File: src/rtl/countdown_timer_bcd.sv
// Three-digit BCD countdown timer with 0.1 s resolution (d2 = tens of s, d1 = s, d0 = tenths).
// A preset is loaded, counted down while go is high, and the timer halts at 00.0 with a
// single-cycle done_tick for the alarm/sequencer logic.
module countdown_timer_bcd #(
    parameter int unsigned DVSR = 5000000,
    parameter int unsigned PW   = 23
) (
    input  logic       clk,
    input  logic       reset,
    input  logic       load,
    input  logic       go,
    input  logic [3:0] din2,
    input  logic [3:0] din1,
    input  logic [3:0] din0,
    output logic [3:0] d2,
    output logic [3:0] d1,
    output logic [3:0] d0,
    output logic       running,
    output logic       done_tick
);

    typedef enum logic [1:0] {StIdle, StRun, StDone} state_e;

    localparam logic [PW-1:0] LastCnt = PW'(DVSR - 1);

    state_e        state_q, state_d;
    logic [PW-1:0] presc_q, presc_d;
    logic [3:0]    d2_q, d2_d, d1_q, d1_d, d0_q, d0_d;
    logic          done_q, done_d;
    logic          tick;
    logic          is_zero;
    logic          is_one;

    // Out-of-range BCD preset nibbles saturate to 9.
    function automatic logic [3:0] clamp9(input logic [3:0] v);
        return (v > 4'd9) ? 4'd9 : v;
    endfunction

    assign tick    = (state_q == StRun) && go && (presc_q == LastCnt);
    assign is_zero = ({d2_q, d1_q, d0_q} == 12'h000);
    assign is_one  = ({d2_q, d1_q, d0_q} == 12'h001);

    // Next-state: load overrides everything; otherwise FSM, prescaler and BCD borrow chain.
    always_comb begin
        state_d = state_q;
        presc_d = presc_q;
        d2_d    = d2_q;
        d1_d    = d1_q;
        d0_d    = d0_q;
        done_d  = 1'b0;
        if (load) begin
            d2_d    = clamp9(din2);
            d1_d    = clamp9(din1);
            d0_d    = clamp9(din0);
            presc_d = '0;
            state_d = StIdle;
        end else begin
            case (state_q)
                StIdle: begin
                    // A zero preset never starts, so 000 is never decremented.
                    if (go && !is_zero) begin
                        state_d = StRun;
                    end
                end
                StRun: begin
                    if (tick) begin
                        presc_d = '0;
                        if (d0_q != 4'd0) begin
                            d0_d = d0_q - 4'd1;
                        end else begin
                            d0_d = 4'd9;
                            if (d1_q != 4'd0) begin
                                d1_d = d1_q - 4'd1;
                            end else begin
                                d1_d = 4'd9;
                                d2_d = d2_q - 4'd1;
                            end
                        end
                        if (is_one) begin
                            state_d = StDone;
                            done_d  = 1'b1;
                        end
                    end else if (go) begin
                        presc_d = presc_q + 1'b1;
                    end
                end
                StDone: begin
                    presc_d = '0;
                end
                default: begin
                    state_d = StIdle;
                    presc_d = '0;
                end
            endcase
        end
    end

    // State registers with synchronous active-high reset.
    always_ff @(posedge clk) begin
        if (reset) begin
            state_q <= StIdle;
            presc_q <= '0;
            d2_q    <= 4'd0;
            d1_q    <= 4'd0;
            d0_q    <= 4'd0;
            done_q  <= 1'b0;
        end else begin
            state_q <= state_d;
            presc_q <= presc_d;
            d2_q    <= d2_d;
            d1_q    <= d1_d;
            d0_q    <= d0_d;
            done_q  <= done_d;
        end
    end

    assign d2        = d2_q;
    assign d1        = d1_q;
    assign d0        = d0_q;
    assign running   = (state_q == StRun);
    assign done_tick = done_q;

endmodule

File: config.mk
export PLATFORM = sky130hd
export DESIGN_NAME = countdown_timer_bcd
export DESIGN_NICKNAME = d
export VERILOG_FILES = /design/src/rtl/countdown_timer_bcd.sv
export SDC_FILE = /design/constraint.sdc
export NUM_CORES = 1
export LEC_CHECK = 0
export ABC_AREA = 1
export CORE_ASPECT_RATIO = 1.2
export CORE_UTILIZATION = 40
export DETAILED_ROUTE_END_ITERATION = 16
export PLACE_DENSITY = 0.61
export SYNTH_ARGS = -nofsm -noshare
export SYNTH_HDL_FRONTEND = slang
export SYNTH_SLANG_ARGS = --single-unit
export TNS_END_PERCENT = 50
File: constraint.sdc
create_clock -name clk -period 4.15 [get_ports clk]
set_input_delay 1.245 -clock clk [delete_from_list [all_inputs] [get_ports clk]]
set_output_delay 1.245 -clock clk [all_outputs]
set_load 0.005 [all_outputs]
After elaboration in Yosys (flattened, before gate mapping):

Cells that the tools add are included.

* register bits: 38
* output and inout port bits: 14

* add/sub/neg operators: 4
* mux-type cells: 25
* equality and inequality tests: 10
* bitwise gates (word level): 4
* reductions and logical operators: 17
* magnitude comparators: 3

Operators by type and width (count)
* 4-bit two-way mux: 17
* 23-bit two-way mux: 2
* 23-bit one-hot mux with 2 select lines: 1
* 23-bit by 1-bit adder with 23-bit output, second input constant: 1
* 23-bit equality test, second input constant: 1
* 12-bit by 1-bit equality test with 1-bit output, second input constant: 1
* 4-bit greater-than comparator, second input constant: 3
* 12-bit logical NOT: 1
* 4-bit by 1-bit subtractor with 4-bit output, second input constant: 3
* 4-bit AND reduction: 2
* 4-bit nonzero test: 2
* 2-bit two-way mux: 3
* 2-bit != test, second input constant: 3
* 2-bit one-hot mux with 3 select lines: 1
* 2-bit by 1-bit != test with 1-bit output, second input constant: 2
* 1-bit inverter: 4
* 2-bit AND reduction: 2
* 2-bit nonzero test: 2
* 4-bit OR reduction: 1
* 1-bit logical AND: 3
* 3-bit by 2-bit != test with 1-bit output, second input constant: 1
* 3-bit AND reduction: 1
* 2-bit by 1-bit equality test with 1-bit output, second input constant: 1
* 2-bit equality test, second input constant: 1
* other kinds (4): 4

Logic depth before layout (Yosys ltp):

* depth after elaboration: 6
* mapped depth: 11
* mapped depth without buffers: 11

Worst setup path after synthesis:

No wires, ideal clock.

* path kind: input to register
* start point: input port go
* end point: register presc_q[22]
* cell stages on the path: 8
* library setup time: 115 ps
* required time: 4035 ps
* arrival time: 2001 ps
* setup slack: 2034 ps
* cell sequence: nand4_1 > nor2_4 > nand2_4 > nand2_2 > nand2_4 > nand2_4 > buf_8 > nor2_2

* cells in the longest elaborated chain, start to end: 4
* elaborated cells between the ends (all ways): 6
* classes of those cells: eq/ne (1); mux (2); reduce/logical (3)

RTL lines
* from (decl): RTL line 11 `input logic go,`
* 1-bit logical AND (2 in a row): RTL line 39 `assign tick = (state_q == StRun) && go && (presc_q == LastCnt);`
* 23-bit two-way mux / 3-bit by 2-bit != test with 1-bit output (equally long branches)
* 23-bit one-hot mux with 2 select lines / 2-bit AND reduction (equally long branches)
* to (signal assigned): RTL line 109 `presc_q <= presc_d;`
* to (decl): RTL line 27 `logic [PW-1:0] presc_q, presc_d;`

Parallel ways exist; a longest one is shown, timed or not.
A chain may end at the register's enable or synchronous reset.

Worst setup path after layout:

* start point: input port load
* end point: register d2_q[2] (netlist: d2[2])

* cells in the longest elaborated chain, start to end: 2
* elaborated cells between the ends (all ways): 6
* classes of those cells: eq/ne (2); mux (1); reduce/logical (3)

RTL lines
* from (decl): RTL line 10 `input logic load,`
* 2-bit != test (no source line) / 2-bit nonzero test (equally long branches)
* 4-bit AND reduction (no source line)
* to (signal assigned): RTL line 103 `d2_q <= 4'd0;`
* to (signal assigned): RTL line 110 `d2_q <= d2_d;`
* to (decl): RTL line 28 `logic [3:0] d2_q, d2_d, d1_q, d1_d, d0_q, d0_d;`

Parallel ways exist; a longest one is shown, timed or not.

==> impl_results.md <==
- CP Capture Type: flop
- Clock Skew: 9.39 ps
- Total Routing Usage GR: 0.201
- Final WS setup: 1380 ps
- H-tree depth: 2
- Avg Cell Area, Syn: 6.51 um^2
- Initial antenna violation count: 0
- Row count: 31
- Starting Density: 0.416
- CP max stage delay: 630 ps
- Via count: 2,466
- RSZ-0062 raised after global routing: no
- Leak pwr: 1.15 nW
- Top_reg_cell synth: dfxtp_1
- CTS root buffer: clkbuf_8
- Final setup violation count: 0
- Filler Cells Inserted: 637
- Inserted Diodes: 0
- Most used cell, CP: nor2_1
- Post-Syn Area: 2520 um^2
- Routed Antenna Nets: 0
- Vias/cell: 4.92
- Ys async rst share: 0
- CP top delay family: buffers and inverters
- Layout area overhead: 18.7%
- TritonCTS clock tree: done
- Post-synth top area share: 0.302
- Layout cells sized above 1: 0.112
- Outcome: complete, no violations
- Hold Crit Start: presc_q[21]$_SDFFE_PP0P_
- Sequential share of the synthesized area: 0.302
- R2r setup slk: 2480 ps
- Placed instance count: 493
- Post-CTS resize count: 0
- Post-Place Setup Slack: 1060 ps
- Top Ports: 30
- Post-synth EDFFs: 0
- Synth cell types: 37
- Post-layout net count: 436
- Total core area: 6050 um^2
- Remaining routing DRC violations: 0
- Slew HR: 0.633
- Power Density: 310 nW/um^2
- Pin count of the biggest net entering global routing: 18
- Worst Path Max Fanout: 14
- Wirelength per Cell: 12.2 um
- WP data arrival: 2970 ps
- Post-synth top cells: 92 x nand2_1, 71 x nor2_1, 38 x dfxtp_1, 36 x inv_1, 35 x nand3_1
- End of the worst hold path: presc_q[21]$_SDFFE_PP0P_
- Die area: 6620 um^2
- Worst VDD drop: 0.169 mV
- Hold path cells: 2
- Initial drt markers: 146
- Period utilization: 0.666
- Largest area contributor in the netlist: dfxtp_1
- Clock buffer depth: 2
- Max-slew violations: 0
- TNS Setup: 0 ps
- #FFs+latches synth: 38
- Final Hold Vio Count: 0
- Worst Tran Pin Value: 550 ps
- Reg-to-Reg End: presc_q[11]$_SDFFE_PP0P_
- Number of global-route vias before repair: 2,290
- Tot Pwr: 927 uW
- Worst R2R Start: presc_q[0]$_SDFFE_PP0P_
- WL final: 6.10 mm
- Post-CTS Setup Bufs: 0
- Syn nets: 405
- Die Y: 88.9 um
- Most frequent cell after synthesis: nand2_1
- Routability cong.: 0.798
- Buf+Inv Stages, Crit Path: 2
- Worst hold margin: 500 ps
- WP data required: 4350 ps
- CTS clock-pin slew for the worst setup and hold paths: 90 ps
- Crit path kind: in -> reg
- Worst Reg2Reg Path Length in Cells: 10
- First drt pass iteration count: 5
- Non-Filler Instances: 501
- Total number of yosys warnings: 0
- Min Tclk post-route: 2770 ps
- Worst hold-check path type: reg -> reg
- Worst skew pair latency: 300 ps
- DPL Wire Length: 4.70 mm
- First-pass GRT wire length: 10.2 mm
- Worst setup SP type: input pin
- MaxCap Viol Count: 0
- CTS hold repair buffers: 0
- Clock sink count: 38
- Fmax achieved: 362 MHz
- Grt total ovfl: 0
- IO Port Bufs: 29
- TritonCTS buffer count: 5
- Chip width: 74.4 um
- Synth top area cells: dfxtp_1 30%, nand2_1 14%, nor2_1 11%
- Synth Instances: 387
- CP Cell Sequence: clkdlybuf4s50_1 -> inv_1 -> nor2_1 -> a22oi_1 -> nand3_1 -> nand2_1 -> nor2_1
- CP Depth: 7
- Crit-path slowest cell: clkdlybuf4s50_1
## stage by stage
step / utilization / instance area [um^2]
2_1_floorplan: - / 2520
3_3_place_gp: 0.471 / 2850
3_5_place_dp: 0.471 / 2850
4_1_cts: 0.494 / 2990
5_1_grt: 0.494 / 2990
6_report: 0.494 / 2990
## cell families (layout without fill, tap and decap cells)
group | count (synthesis) | after routing | share of synthesized area
adders and majority gates | 2 | 2 | 0.00993
AOI/OAI and AO/OA | 41 | 41 | 0.0914
buffers and inverters | 50 | 82 | 0.0929
DFF | 38 | 38 | 0.302
xor gates and xnor gates | 11 | 11 | 0.0383
and+or+nand+nor | 245 | 245 | 0.465
## cells in the final DEF, fill, tap and decap left out, drive strengths merged
cell type        n
nand2          100
nor2            87
inv             41
dfxtp           38
nand3           37
clkdlybuf4s50   29
a21oi           20
o21ai           14
xor2            11
nand4           11
nor3             5
clkbuf           5
clkinv           4
nand3b           3
or2              2
o31ai            2
ha               2
bufinv           2
a31oi            1
o21bai           1
a22oi            1
o32ai            1
o211ai           1
buf              1
## worst max-delay path by stage
stage                                 start                       end  slack [ps]
floorplan                                go  presc_q[22]$_SDFFE_PP0P_        2030
global placement                       load        d2[2]$_SDFFE_PP0P_        1160
detailed placement                     load        d2[2]$_SDFFE_PP0P_        1060
CTS                 state_q[0]$_SDFFE_PP0P_                   running        1370
global route                           load        d2[2]$_SDFFE_PP0P_        1290
finish                                 load        d2[2]$_SDFFE_PP0P_        1380
## cell type report
cell class | instances | area [um^2] | area share
repair buffers | 30 | 298 | 0.0996
multi-input cells | 299 | 1520 | 0.510
clock inverters | 3 | 68.8 | 0.0230
well taps | 82 | 103 | 0.0343
inverters | 44 | 166 | 0.0557
clock buffers | 5 | 68.8 | 0.0230
flip-flops and latches | 38 | 761 | 0.254
## flip-flops by register name (all words and copies together) (netlist names)
name       flops
presc_q       23
d0             4
d1             4
d2             4
state_q        2
done_tick      1
## where the power goes
group	leakage [nW]	internal, mW	switching [mW]
combinational	0.770	0.0673	0.0859
sequential	0.309	0.376	0.0115
clock	0.0683	0.241	0.145
total	1.15	0.684	0.242
## worst register-to-register path, stage by stage (launching register included)
cell      delay (ps)
dfxtp_1          400
ha_1             210
nand3_2          110
clkinv_2         100
nand3_2           80
nor2_4           130
nand2_4           90
nand2_2           90
nand2_4           70
nand2_4          190
nor2_1            70
## per-layer routing
layer | vias up | part of all wire | global-route usage
met5 | - | 0 | 0
met4 | 0 | 0.017 | 0.0583
met3 | 9 | 0.036 | 0.0406
met2 | 48 | 0.52 | 0.375
met1 | 1103 | 0.43 | 0.229
li1 | 1306 | - | -
(Power assumes the default switching activity.)
